## src/rtl/mlaccel_seq_pkg.sv

```systemverilog
// Shared types and constants for the ML accelerator command sequencer:
// FSM state encoding, sequencer opcodes and command word field positions.
package mlaccel_seq_pkg;

   localparam int WORD_W = 32;

   typedef enum logic [1:0] {
      ST_IDLE  = 2'd0,
      ST_ISSUE = 2'd1,
      ST_LOOP  = 2'd2,
      ST_SYNC  = 2'd3
   } seq_state_t;

   localparam logic [5:0] OP_CALL = 6'h03;
   localparam logic [5:0] OP_LOOP = 6'h3E;
   localparam logic [5:0] OP_SYNC = 6'h3F;

   localparam int OPC_LSB  = 0;
   localparam int OPC_MSB  = 5;
   localparam int ADDR_LSB = 6;
   localparam int ADDR_MSB = 16;
   localparam int CNT_LSB  = 17;
   localparam int CNT_MSB  = 31;

   // Code-memory call word emitted for one LOOP iteration.
   function automatic logic [WORD_W-1:0] call_word(input logic [10:0] addr,
                                                   input logic [5:0]  op);
      return {15'b0, addr, op};
   endfunction

endpackage

```

## src/rtl/mlaccel_seq_if.sv

```systemverilog
// Host command push and compute-unit command handshake bundle.
// master = sequencer side, slave = host / compute unit side.
interface mlaccel_seq_if;
   import mlaccel_seq_pkg::*;

   logic              host_valid;
   logic              host_ready;
   logic [WORD_W-1:0] host_data;
   logic              cmd_valid;
   logic              cmd_ready;
   logic [WORD_W-1:0] cmd_data;
   logic              compute_busy;

   modport master (
      input  host_valid, host_data, cmd_ready, compute_busy,
      output host_ready, cmd_valid, cmd_data
   );

   modport slave (
      output host_valid, host_data, cmd_ready, compute_busy,
      input  host_ready, cmd_valid, cmd_data
   );

endinterface

```

## src/rtl/mlaccel_seq_fifo.sv

```systemverilog
// Synchronous FIFO with occupancy output; registered read pointer, no fall-through.
// A push while full is accepted only when a pop happens in the same cycle.
module mlaccel_seq_fifo #(
   parameter  int WIDTH = 32,
   parameter  int DEPTH = 16,
   localparam int AW    = $clog2(DEPTH)
) (
   input  logic             clock,
   input  logic             resetn,
   input  logic             push,
   input  logic             pop,
   input  logic [WIDTH-1:0] wdata,
   output logic [WIDTH-1:0] rdata,
   output logic             empty,
   output logic             full,
   output logic [AW:0]      level
);

   logic [WIDTH-1:0] mem [DEPTH];
   logic [AW-1:0]    wr_ptr;
   logic [AW-1:0]    rd_ptr;
   logic             do_push;
   logic             do_pop;

   assign empty   = (level == '0);
   assign full    = (level == (AW+1)'(DEPTH));
   assign do_pop  = pop && !empty;
   assign do_push = push && (!full || do_pop);
   assign rdata   = mem[rd_ptr];

   always_ff @(posedge clock) begin
      if (do_push) mem[wr_ptr] <= wdata;
   end

   always_ff @(posedge clock) begin
      if (!resetn) begin
         wr_ptr <= '0;
         rd_ptr <= '0;
         level  <= '0;
      end else begin
         if (do_push) wr_ptr <= wr_ptr + AW'(1);
         if (do_pop)  rd_ptr <= rd_ptr + AW'(1);
         if (do_push && !do_pop)
            level <= level + (AW+1)'(1);
         else if (do_pop && !do_push)
            level <= level - (AW+1)'(1);
      end
   end

endmodule

```

## src/rtl/mlaccel_sequencer.sv

```systemverilog
// Command sequencer: buffers host words and forwards them to the compute unit,
// expanding LOOP into code-memory calls and stalling on SYNC until the pipe drains.
// Optional MLACCEL_SEQ_STATS_EN adds stat_issued, a count of cmd handshakes.
//
// state    | meaning
// ---------+-----------------------------------------------------------
// ST_IDLE  | nothing presented; pop and decode head word when available
// ST_ISSUE | forwarding a host word, waiting for cmd acceptance
// ST_LOOP  | presenting call words base+k, loop_rem calls left incl. current
// ST_SYNC  | cmd_valid low until compute_busy low two cycles in a row
module mlaccel_sequencer #(
   parameter int         FIFO_DEPTH = 16,
   parameter logic [5:0] OP_LOOP    = mlaccel_seq_pkg::OP_LOOP,
   parameter logic [5:0] OP_SYNC    = mlaccel_seq_pkg::OP_SYNC,
   parameter logic [5:0] OP_CALL    = mlaccel_seq_pkg::OP_CALL
) (
   input  logic                        clock,
   input  logic                        resetn,
   mlaccel_seq_if.master               bus,
   output logic                        busy,
   output logic [$clog2(FIFO_DEPTH):0] fifo_level
`ifdef MLACCEL_SEQ_STATS_EN
   ,
   output logic [31:0]                 stat_issued
`endif
);
   import mlaccel_seq_pkg::*;

   seq_state_t        state;
   logic [WORD_W-1:0] head;
   logic              empty;
   logic              full;
   logic              push;
   logic              pop;
   logic              accept;
   logic              loop_last;
   logic [10:0]       loop_addr;
   logic [14:0]       loop_rem;
   logic              sync_tmr;
   logic [5:0]        head_op;
   logic [10:0]       head_base;
   logic [14:0]       head_cnt;

   assign head_op   = head[OPC_MSB:OPC_LSB];
   assign head_base = head[ADDR_MSB:ADDR_LSB];
   assign head_cnt  = head[CNT_MSB:CNT_LSB];

   assign bus.host_ready = resetn && !full;
   assign push           = bus.host_valid && bus.host_ready;
   assign accept         = bus.cmd_valid && bus.cmd_ready;
   assign loop_last      = (loop_rem == 15'd1);
   assign busy           = !empty || (state != ST_IDLE) || bus.cmd_valid;

   mlaccel_seq_fifo #(
      .WIDTH (WORD_W),
      .DEPTH (FIFO_DEPTH)
   ) u_fifo (
      .clock  (clock),
      .resetn (resetn),
      .push   (push),
      .pop    (pop),
      .wdata  (bus.host_data),
      .rdata  (head),
      .empty  (empty),
      .full   (full),
      .level  (fifo_level)
   );

   // Pop only when the slot it feeds is free, so ISSUE/LOOP chain with no bubble.
   always_comb begin
      pop = 1'b0;
      case (state)
         ST_IDLE:  pop = !empty;
         ST_ISSUE: pop = accept && !empty;
         ST_LOOP:  pop = accept && loop_last && !empty;
         default:  pop = 1'b0;
      endcase
   end

   always_ff @(posedge clock) begin
      if (!resetn) begin
         state         <= ST_IDLE;
         bus.cmd_valid <= 1'b0;
         bus.cmd_data  <= '0;
         loop_addr     <= '0;
         loop_rem      <= '0;
         sync_tmr      <= 1'b0;
      end else if (pop) begin
         if (head_op == OP_SYNC) begin
            state         <= ST_SYNC;
            bus.cmd_valid <= 1'b0;
            sync_tmr      <= 1'b1;
         end else if (head_op == OP_LOOP) begin
            if (head_cnt != '0) begin
               state         <= ST_LOOP;
               bus.cmd_valid <= 1'b1;
               bus.cmd_data  <= call_word(head_base, OP_CALL);
               loop_addr     <= head_base;
               loop_rem      <= head_cnt;
            end else begin
               state         <= ST_IDLE;
               bus.cmd_valid <= 1'b0;
            end
         end else begin
            state         <= ST_ISSUE;
            bus.cmd_valid <= 1'b1;
            bus.cmd_data  <= head;
         end
      end else begin
         case (state)
            ST_ISSUE: begin
               if (accept) begin
                  state         <= ST_IDLE;
                  bus.cmd_valid <= 1'b0;
               end
            end
            ST_LOOP: begin
               if (accept) begin
                  if (loop_last) begin
                     state         <= ST_IDLE;
                     bus.cmd_valid <= 1'b0;
                  end else begin
                     loop_rem     <= loop_rem - 15'd1;
                     loop_addr    <= loop_addr + 11'd1;
                     bus.cmd_data <= call_word(loop_addr + 11'd1, OP_CALL);
                  end
               end
            end
            ST_SYNC: begin
               // Busy re-arms the two-cycle quiet window.
               if (bus.compute_busy)
                  sync_tmr <= 1'b1;
               else if (sync_tmr == 1'b0)
                  state <= ST_IDLE;
               else
                  sync_tmr <= 1'b0;
            end
            default: ;
         endcase
      end
   end

`ifdef MLACCEL_SEQ_STATS_EN
   always_ff @(posedge clock) begin
      if (!resetn)
         stat_issued <= '0;
      else if (accept)
         stat_issued <= stat_issued + 32'd1;
   end
`endif

endmodule

```

## src/flat_wrapper.sv

```systemverilog
// flat-port wrapper written by rule: the top's interface ports become plain ports
module mlaccel_sequencer_flat import mlaccel_seq_pkg::*;
#(
   parameter int         FIFO_DEPTH = 16,
   parameter logic [5:0] OP_LOOP    = mlaccel_seq_pkg::OP_LOOP,
   parameter logic [5:0] OP_SYNC    = mlaccel_seq_pkg::OP_SYNC,
   parameter logic [5:0] OP_CALL    = mlaccel_seq_pkg::OP_CALL
)
  (clock, resetn, busy, fifo_level, bus_host_valid, bus_host_data, bus_cmd_ready, bus_compute_busy, bus_host_ready, bus_cmd_valid, bus_cmd_data);
  mlaccel_seq_if bus_i ();
  input  logic clock;
  input  logic resetn;
  output logic busy;
  output logic [$clog2(FIFO_DEPTH):0] fifo_level;
  input wire logic [$bits(bus_i.host_valid)-1:0] bus_host_valid;
  input wire logic [$bits(bus_i.host_data)-1:0] bus_host_data;
  input wire logic [$bits(bus_i.cmd_ready)-1:0] bus_cmd_ready;
  input wire logic [$bits(bus_i.compute_busy)-1:0] bus_compute_busy;
  output wire logic [$bits(bus_i.host_ready)-1:0] bus_host_ready;
  output wire logic [$bits(bus_i.cmd_valid)-1:0] bus_cmd_valid;
  output wire logic [$bits(bus_i.cmd_data)-1:0] bus_cmd_data;
  assign bus_i.host_valid = bus_host_valid;
  assign bus_i.host_data = bus_host_data;
  assign bus_i.cmd_ready = bus_cmd_ready;
  assign bus_i.compute_busy = bus_compute_busy;
  assign bus_host_ready = bus_i.host_ready;
  assign bus_cmd_valid = bus_i.cmd_valid;
  assign bus_cmd_data = bus_i.cmd_data;
  mlaccel_sequencer #(.FIFO_DEPTH(FIFO_DEPTH), .OP_LOOP(OP_LOOP), .OP_SYNC(OP_SYNC), .OP_CALL(OP_CALL)) u_core (.clock(clock), .resetn(resetn), .bus(bus_i), .busy(busy), .fifo_level(fifo_level));
endmodule
```

## config.mk

```make
export PLATFORM = sky130hd
export DESIGN_NAME = mlaccel_sequencer_flat
export DESIGN_NICKNAME = d
export VERILOG_FILES = /design/src/rtl/mlaccel_seq_pkg.sv /design/src/rtl/mlaccel_seq_if.sv /design/src/rtl/mlaccel_seq_fifo.sv /design/src/rtl/mlaccel_sequencer.sv /design/src/flat_wrapper.sv
export SDC_FILE = /design/constraint.sdc
export NUM_CORES = 1
export LEC_CHECK = 0
export CAP_MARGIN = 20
export CORE_MARGIN = 1
export CORE_UTILIZATION = 35
export DETAILED_ROUTE_END_ITERATION = 10
export HOLD_SLACK_MARGIN = 0.15
export PLACE_DENSITY = 0.55
export SYNTH_ARGS = -nofsm -noshare
export SYNTH_HDL_FRONTEND = slang
export SYNTH_HIERARCHICAL = 1
export SYNTH_SLANG_ARGS = --single-unit
export TNS_END_PERCENT = 30
```

## constraint.sdc

```tcl
create_clock -name clock -period 5.4 [get_ports clock]
set_input_delay 0.54 -clock clock [delete_from_list [all_inputs] [get_ports clock]]
set_output_delay 0.54 -clock clock [all_outputs]
set_load 0.03 [all_outputs]
```

# ---- Yosys cells after proc, flatten, opt, wreduce, memory -nomap -nowiden
# Memories as Yosys holds them, arrays and structs flattened. A register that Yosys moved wholly into a read port is not among the register bits.
# Cells that the tools add are included.
dict set report word_totals {
  n_memories 1
  in_bits 37
  mem_bits_rw 512
  output_inout_bits 40
  wordCells 116
  register_bits 75
}
dict set report classes {
  n_reduce_logical 32
  eq_ne 18
  mux 50
  add_sub_neg 6
}
# memory depth width read_ports rd_ports_with_merged_regs wr line
set mem_list {}
lappend mem_list {u_core.u_fifo.mem 16 32 1 1 1 mlaccel_seq_fifo.sv:19} ;# logic [WIDTH-1:0] mem [DEPTH];
# operator count
set ops {}
lappend ops {{32-bit two-way mux} 7}
lappend ops {{15-bit two-way mux} 7}
lappend ops {{11-bit two-way mux} 7}
lappend ops {{2-bit two-way mux} 9}
lappend ops {{15-bit by 1-bit equality test with 1-bit output (second input constant)} 1}
lappend ops {{15-bit nonzero test} 1}
lappend ops {{15-bit by 1-bit subtractor with 15-bit output (second input constant)} 1}
lappend ops {{1-bit two-way mux} 13}
lappend ops {{6-bit equality test (second input constant)} 2}
lappend ops {{6-bit AND reduction} 2}
lappend ops {{11-bit by 1-bit adder with 11-bit output (second input constant)} 1}
lappend ops {{1-bit logical AND} 10}
lappend ops {{5-bit two-way mux} 2}
lappend ops {{2-bit nonzero test} 5}
lappend ops {{3-bit by 2-bit != test with 1-bit output (second input constant)} 3}
lappend ops {{3-bit != test (second input constant)} 3}
lappend ops {{4-bit by 1-bit adder with 4-bit output (second input constant)} 2}
lappend ops {{4-bit two-way mux} 2}
lappend ops {{2-bit by 1-bit != test with 1-bit output (second input constant)} 3}
lappend ops {{2-bit one-hot mux with 3 select lines} 1}
lappend ops {{5-bit by 1-bit adder with 5-bit output (second input constant)} 1}
lappend ops {{5-bit equality test (second input constant)} 1}
lappend ops {{5-bit logical NOT} 1}
lappend ops {{5-bit AND reduction} 1}
lappend ops {{13 further kinds} 20}

# ---- Longest topological paths before layout
dict set report logic_depth {
  ltp_word 11
  ltp_mapped 18
  ltp_nobuf 15
}

# ---- By module
# The synthesis kept the hierarchy.
# module seq_area_each_um2 instances cells_per_inst area_per_inst_um2
set modules_own_cells {}
lappend modules_own_cells {mlaccel_seq_fifo 15715.1 1 898 20118.0}
lappend modules_own_cells {mlaccel_sequencer 1241.2 1 416 3545.9}

# ---- Least setup slack after synthesis
# Ideal clock, no wire load.
dict set report synth_timing {
  kind {register to register}
  start {register u_core.u_fifo.level[0]}
  end {memory u_core.u_fifo.mem[5][0] (enable)}
  synth_period_minus_slack_ps 5230
  setup_ps 468
  n_path_buf 3
  t_required_ps 4932
  arrival_time_ps 4762
  path_stages_with_launch 11
  slack_ps 170
  path_cell_list {dfxtp_1 > or4_4 > buf_6 > nor2_1 > nor3_1 > o21ai_4 > clkinv_2 > buf_6 > buf_4 > o311ai_4 > nor3b_1}
}
dict set report synth_between {
  elab_chain_cells 9
  elab_cells_between_ends 14
  cone_classes {eq/ne: 1; mux: 3; reduce/logical: 10}
}
# element line
set synth_lines {}
lappend synth_lines {{start: declaration} mlaccel_seq_fifo.sv:16} ;# output logic [AW:0] level
lappend synth_lines {{start signal: assignment} mlaccel_seq_fifo.sv:44} ;# level <= level + (AW+1)'(1);
lappend synth_lines {{start signal: assignment} mlaccel_seq_fifo.sv:46} ;# level <= level - (AW+1)'(1);
lappend synth_lines {{5-bit logical NOT (*)} mlaccel_seq_fifo.sv:25} ;# assign empty = (level == '0);
lappend synth_lines {{net u_core.empty} mlaccel_sequencer.sv:31} ;# logic empty;
lappend synth_lines {{1-bit logical NOT (*)} {mlaccel_sequencer.sv:73, mlaccel_sequencer.sv:74, mlaccel_sequencer.sv:75}}
lappend synth_lines {{1-bit logical AND (on tied branches)} {mlaccel_sequencer.sv:75, mlaccel_sequencer.sv:74}}
lappend synth_lines {{1-bit one-hot mux with 3 select lines (*)} mlaccel_sequencer.sv:72} ;# case (state)
lappend synth_lines {{net u_core.pop} mlaccel_sequencer.sv:34} ;# logic pop;
lappend synth_lines {{1-bit logical AND (*)} mlaccel_seq_fifo.sv:27} ;# assign do_pop = pop && !empty;
lappend synth_lines {{1-bit logical OR (*)} mlaccel_seq_fifo.sv:28} ;# assign do_push = push && (!full || do_pop);
lappend synth_lines {{1-bit logical AND (*)} mlaccel_seq_fifo.sv:28}
lappend synth_lines {{1-bit two-way mux (*)} mlaccel_seq_fifo.sv:32} ;# if (do_push) mem[wr_ptr] <= wdata;
lappend synth_lines {{1-bit two-way mux (implied by the code) (*)} mlaccel_seq_fifo.sv:32}
lappend synth_lines {{end: declaration} mlaccel_seq_fifo.sv:19}
# The timed path passes the listed nets; every way through them passes the cells marked *.

# ---- Final worst setup path
dict set report layout_timing {
  start {register u_core.u_fifo.level[0]}
  end {register u_core.u_fifo.level[3]}
}
dict set report layout_between {
  elab_chain_cells 10
  elab_cells_between_ends 21
  cone_classes {add/sub: 2; eq/ne: 1; mux: 3; reduce/logical: 15}
}
# element line
set layout_lines {}
lappend layout_lines {{5-bit logical NOT (*)} mlaccel_seq_fifo.sv:25}
lappend layout_lines {{net u_core.empty} mlaccel_sequencer.sv:31}
lappend layout_lines {{1-bit logical NOT (*)} -}
lappend layout_lines {{1-bit logical AND (on tied branches)} {mlaccel_sequencer.sv:75, mlaccel_sequencer.sv:74}}
lappend layout_lines {{1-bit one-hot mux with 3 select lines} mlaccel_sequencer.sv:72}
lappend layout_lines {{1-bit logical AND (*)} mlaccel_seq_fifo.sv:27}
lappend layout_lines {{1-bit logical OR (*)} mlaccel_seq_fifo.sv:28}
lappend layout_lines {{1-bit logical AND (*)} mlaccel_seq_fifo.sv:28}
lappend layout_lines {{net u_core.u_fifo.do_push} mlaccel_seq_fifo.sv:22} ;# logic do_push;
lappend layout_lines {{1-bit logical NOT} mlaccel_seq_fifo.sv:45} ;# else if (do_pop && !do_push)
lappend layout_lines {{1-bit logical AND} mlaccel_seq_fifo.sv:45}
lappend layout_lines {{2-bit nonzero test (no line)} -}
# The timed path passes the listed nets; every way through them passes the cells marked *. The select of a mux whose other input is x is not followed.
# A chain may end at the register's enable or synchronous reset.

==> impl_metrics.json <==
{
  "status": "completed",
  "totalWireLength_microns": 57900,
  "rows": 94,
  "synth_mux_area_frac": 0.126,
  "synth_area_leaders": "edfxtp_1 (65%), mux4_2 (12%), dfxtp_1 (6.7%)",
  "ios": 77,
  "drv_cap": 0,
  "worst_pin_slew_ns": 1.11,
  "viasPerCell": 5.53,
  "clockBufferDepth": 3,
  "powerDensity_mw_per_mm2": 440,
  "regArea_sq_mm": 0.0170,
  "fp.coreArea_sq_mm": 0.0663,
  "rr_startpoint": "u_core/u_fifo/level[0]$_SDFFE_PN0P_",
  "start_kind": "register",
  "slowest_delay_ns": 0.65,
  "cts_hold_buf": 0,
  "port_buffers": 76,
  "clkSinkCount": 591,
  "layout-drive-gt1-share": 0.216,
  "postSynth.asyncResetShare": 0,
  "clkLatencyLatePin_ns": 0.63,
  "crit_fanout": 25,
  "synthAdderAreaFrac": 0.00931,
  "num-fill-cells": 5881,
  "critPathTopFamily": "simple AND/OR/NAND/NOR gates",
  "placedInstanceArea_sq_mm": 0.0256,
  "clk_pin_slew_ns": 0.06,
  "synth.distinct_cells": 78,
  "post-route-drc-count": 0,
  "grt_max_degree": 59,
  "synth_top_area_share": 0.650,
  "path_cells": "or4_4 > nor2_1 > nor3_1 > o21ai_4 > clkinv_2 > o31ai_4 > inv_1 > ha_1 > inv_1 > ha_1 > or4b_2 > nand3_1",
  "cts_setup_buffers": 0,
  "synth_simple_gate_area_frac": 0.0567,
  "cp-endpoint": "u_core/u_fifo/level[3]$_SDFFE_PN0P_",
  "fin_crit_sh": 0.780,
  "root_buffer": "clkbuf_16",
  "antennaDiodeCount": 0,
  "ys_ff_latch": 591,
  "synth_flop_cell": "edfxtp_1",
  "antenna_left": 0,
  "die-area_sq_mm": 0.0687,
  "cts_tree": "yes",
  "arrival_ns": 4.79,
  "routedWlPerCell_microns": 24.9,
  "initialDrtViolationCount": 1201,
  "cp.required_ns": 5.98,
  "synth_area_sq_mm": 0.0237,
  "grt_pass1_vias": 13100,
  "min_path_type": "register to register",
  "dr.pass1.iters": 7,
  "setup_viol": 0,
  "track_usage": 0.172,
  "initial_core_util": 0.357,
  "synth-compound-area-share": 0.0676,
  "cts-resized-gates": 0,
  "cts_made_buffers": 60,
  "crit_start": "u_core/u_fifo/level[0]$_SDFFE_PN0P_",
  "syn-num-nets": 1368,
  "p_leak_nw": 8.58,
  "r2r_setup_slack_ns": 1.19,
  "nets": 1472,
  "grt_pass1_wl_microns": 86900,
  "rsz0062_at_grt": "false",
  "criticalPathCategory": "register to register",
  "synth_xor_xnor_area_share": 0.00518,
  "vias": 12900,
  "htree_levels": 2,
  "maxSlewViolCount": 0,
  "critPathSlowestCell": "or4_4",
  "synth_edf_count": 512,
  "multi_input_area_sq_mm": 0.00635,
  "reg2reg_to": "u_core/u_fifo/level[3]$_SDFFE_PN0P_",
  "die_h_microns": 262,
  "yosys.area.top_type": "edfxtp_1",
  "syn_avg_cell_area_sq_um": 18.0,
  "setup_tns_ns": 0,
  "finalCriticalPeriod_ns": 4.21,
  "cp.depth": 12,
  "holdPathStages": 2,
  "area_delta_synth_final_pct": 16.7,
  "grt-ovfl-total": 0,
  "synth_common_cells": "edfxtp_1 (512), mux4_2 (128), dfxtp_1 (79)",
  "synth_most_common_cell": "edfxtp_1",
  "clock_skew_ns": 0.0300,
  "ir_drop_mv": 0.268,
  "gp_congestion": 0.872,
  "die_w_microns": 262,
  "antenna_found_initial": 3,
  "fmax_mhz": 237,
  "syn_inst": 1314,
  "crit_path_end_kind": "register",
  "ys_seq_area_frac": 0.717,
  "synth_top_family_by_area": "multiplexers",
  "place_hpwl_microns": 34500,
  "relSlewSlack": 0.261,
  "final_hold_viol_count": 0,
  "stdcell_area_sq_mm": 0.0276,
  "reg2regPathDepth": 12,
  "ys_warn_count": 6,
  "worst-path-buf-inv": 3
}
[sequential cells by signal, summed over array words and instances, names as in the netlist, named ones only]
name / flops
u_core/loop_addr: 11
u_core/bus.cmd_data: 32
u_core/sync_tmr: 1
u_core/u_fifo/mem: 512
u_core/u_fifo/wr_ptr: 4
u_core/loop_rem: 15
u_core/state: 2
u_core/u_fifo/rd_ptr: 4
u_core/u_fifo/level: 5
u_core/bus.cmd_valid: 1
[how the worst min path moves through the flow]
stage / from / to / slack, ns
3_3_place_gp: u_core/bus.cmd_data[25]$_SDFFE_PN0P_ / u_core/bus.cmd_data[25]$_SDFFE_PN0P_ / 0.45
3_5_place_dp: u_core/bus.cmd_data[25]$_SDFFE_PN0P_ / u_core/bus.cmd_data[25]$_SDFFE_PN0P_ / 0.44
6_report: u_core/bus.cmd_data[25]$_SDFFE_PN0P_ / u_core/bus.cmd_data[25]$_SDFFE_PN0P_ / 0.45
2_1_floorplan: u_core/loop_addr[9]$_SDFFE_PN0P_ / u_core/loop_addr[9]$_SDFFE_PN0P_ / 0.45
4_1_cts: u_core/bus.cmd_data[25]$_SDFFE_PN0P_ / u_core/bus.cmd_data[25]$_SDFFE_PN0P_ / 0.45
5_1_grt: u_core/bus.cmd_data[27]$_SDFFE_PN0P_ / u_core/bus.cmd_data[27]$_SDFFE_PN0P_ / 0.48
[report_power, final]
group	total (mW)	internal, mW	switching, mW	leakage, nW
clock network	4.20	2.43	1.76	0.964
registers	5.30	5.14	0.154	5.26
logic	2.67	1.08	1.59	2.36
total	12.2	8.65	3.51	8.58
[final cells by class]
| type | instances | area share |
|---|---|---|
| flip-flops and latches | 591 | 0.614 |
| multi-input cells | 625 | 0.230 |
| clock buffers | 74 | 0.0563 |
| repair buffers | 122 | 0.0424 |
| well taps | 864 | 0.0391 |
| clock inverters | 35 | 0.0158 |
| inverters | 18 | 0.00249 |
[layout by cell type, fill, tap and decap left out, types with 11 or more instances in the layout]
cell	synthesis	final
a22oi_1	64	64
buf_4	2	40
clkdlybuf4s50_1	0	75
a31oi_1	19	19
ha_1	16	16
o211ai_1	25	25
clkbuf_16	0	60
nor2_1	26	21
inv_1	17	17
o21ai_0	24	24
nand4_1	18	18
nand3_1	47	47
clkbuf_1	48	13
edfxtp_1	512	512
nand2_1	76	76
nor3_1	15	15
a21oi_1	12	12
mux4_2	128	128
dfxtp_1	79	77
clkinv_2	1	11
[through the flow]
stage	setup WS, ns	power, mW	hold slack, ns	instances	util
2_1_floorplan	0.170	7.23	0.454	1314	-
3_3_place_gp	1.23	8.04	0.447	2219	0.386
3_5_place_dp	1.15	8.08	0.445	2220	0.386
4_1_cts	1.19	12.3	0.454	2329	0.416
5_1_grt	0.921	12.7	0.484	2329	0.416
6_report	1.19	12.2	0.449	2329	0.416
[worst min-delay path, stage by stage, from the launching register on]
cell     delay [ns]
dfxtp_1        0.31
nand2_1        0.05
o21ai_1        0.05
[layer usage]
layer / wire [microns] / global-route usage / up-vias / share of wire
met1: 26800 / 0.253 / 6836 / 0.46
met2: 27200 / 0.271 / 369 / 0.47
met5: 0 / 0 / - / 0
met3: 2870 / 0.0248 / 76 / 0.050
li1: - / - / 5610 / -
met4: 985 / 0.0379 / 0 / 0.017
[cell families (layout without fill, tap and decap cells)]
family | count (synthesis) | in the layout
fa+ha+maj | 17 | 17
simple gates | 254 | 254
xor+xnor | 14 | 14
mux | 137 | 137
flops | 591 | 591
buf+inv | 98 | 249
compound gates | 203 | 203
No activity file was read; power rests on OpenSTA's default activity.
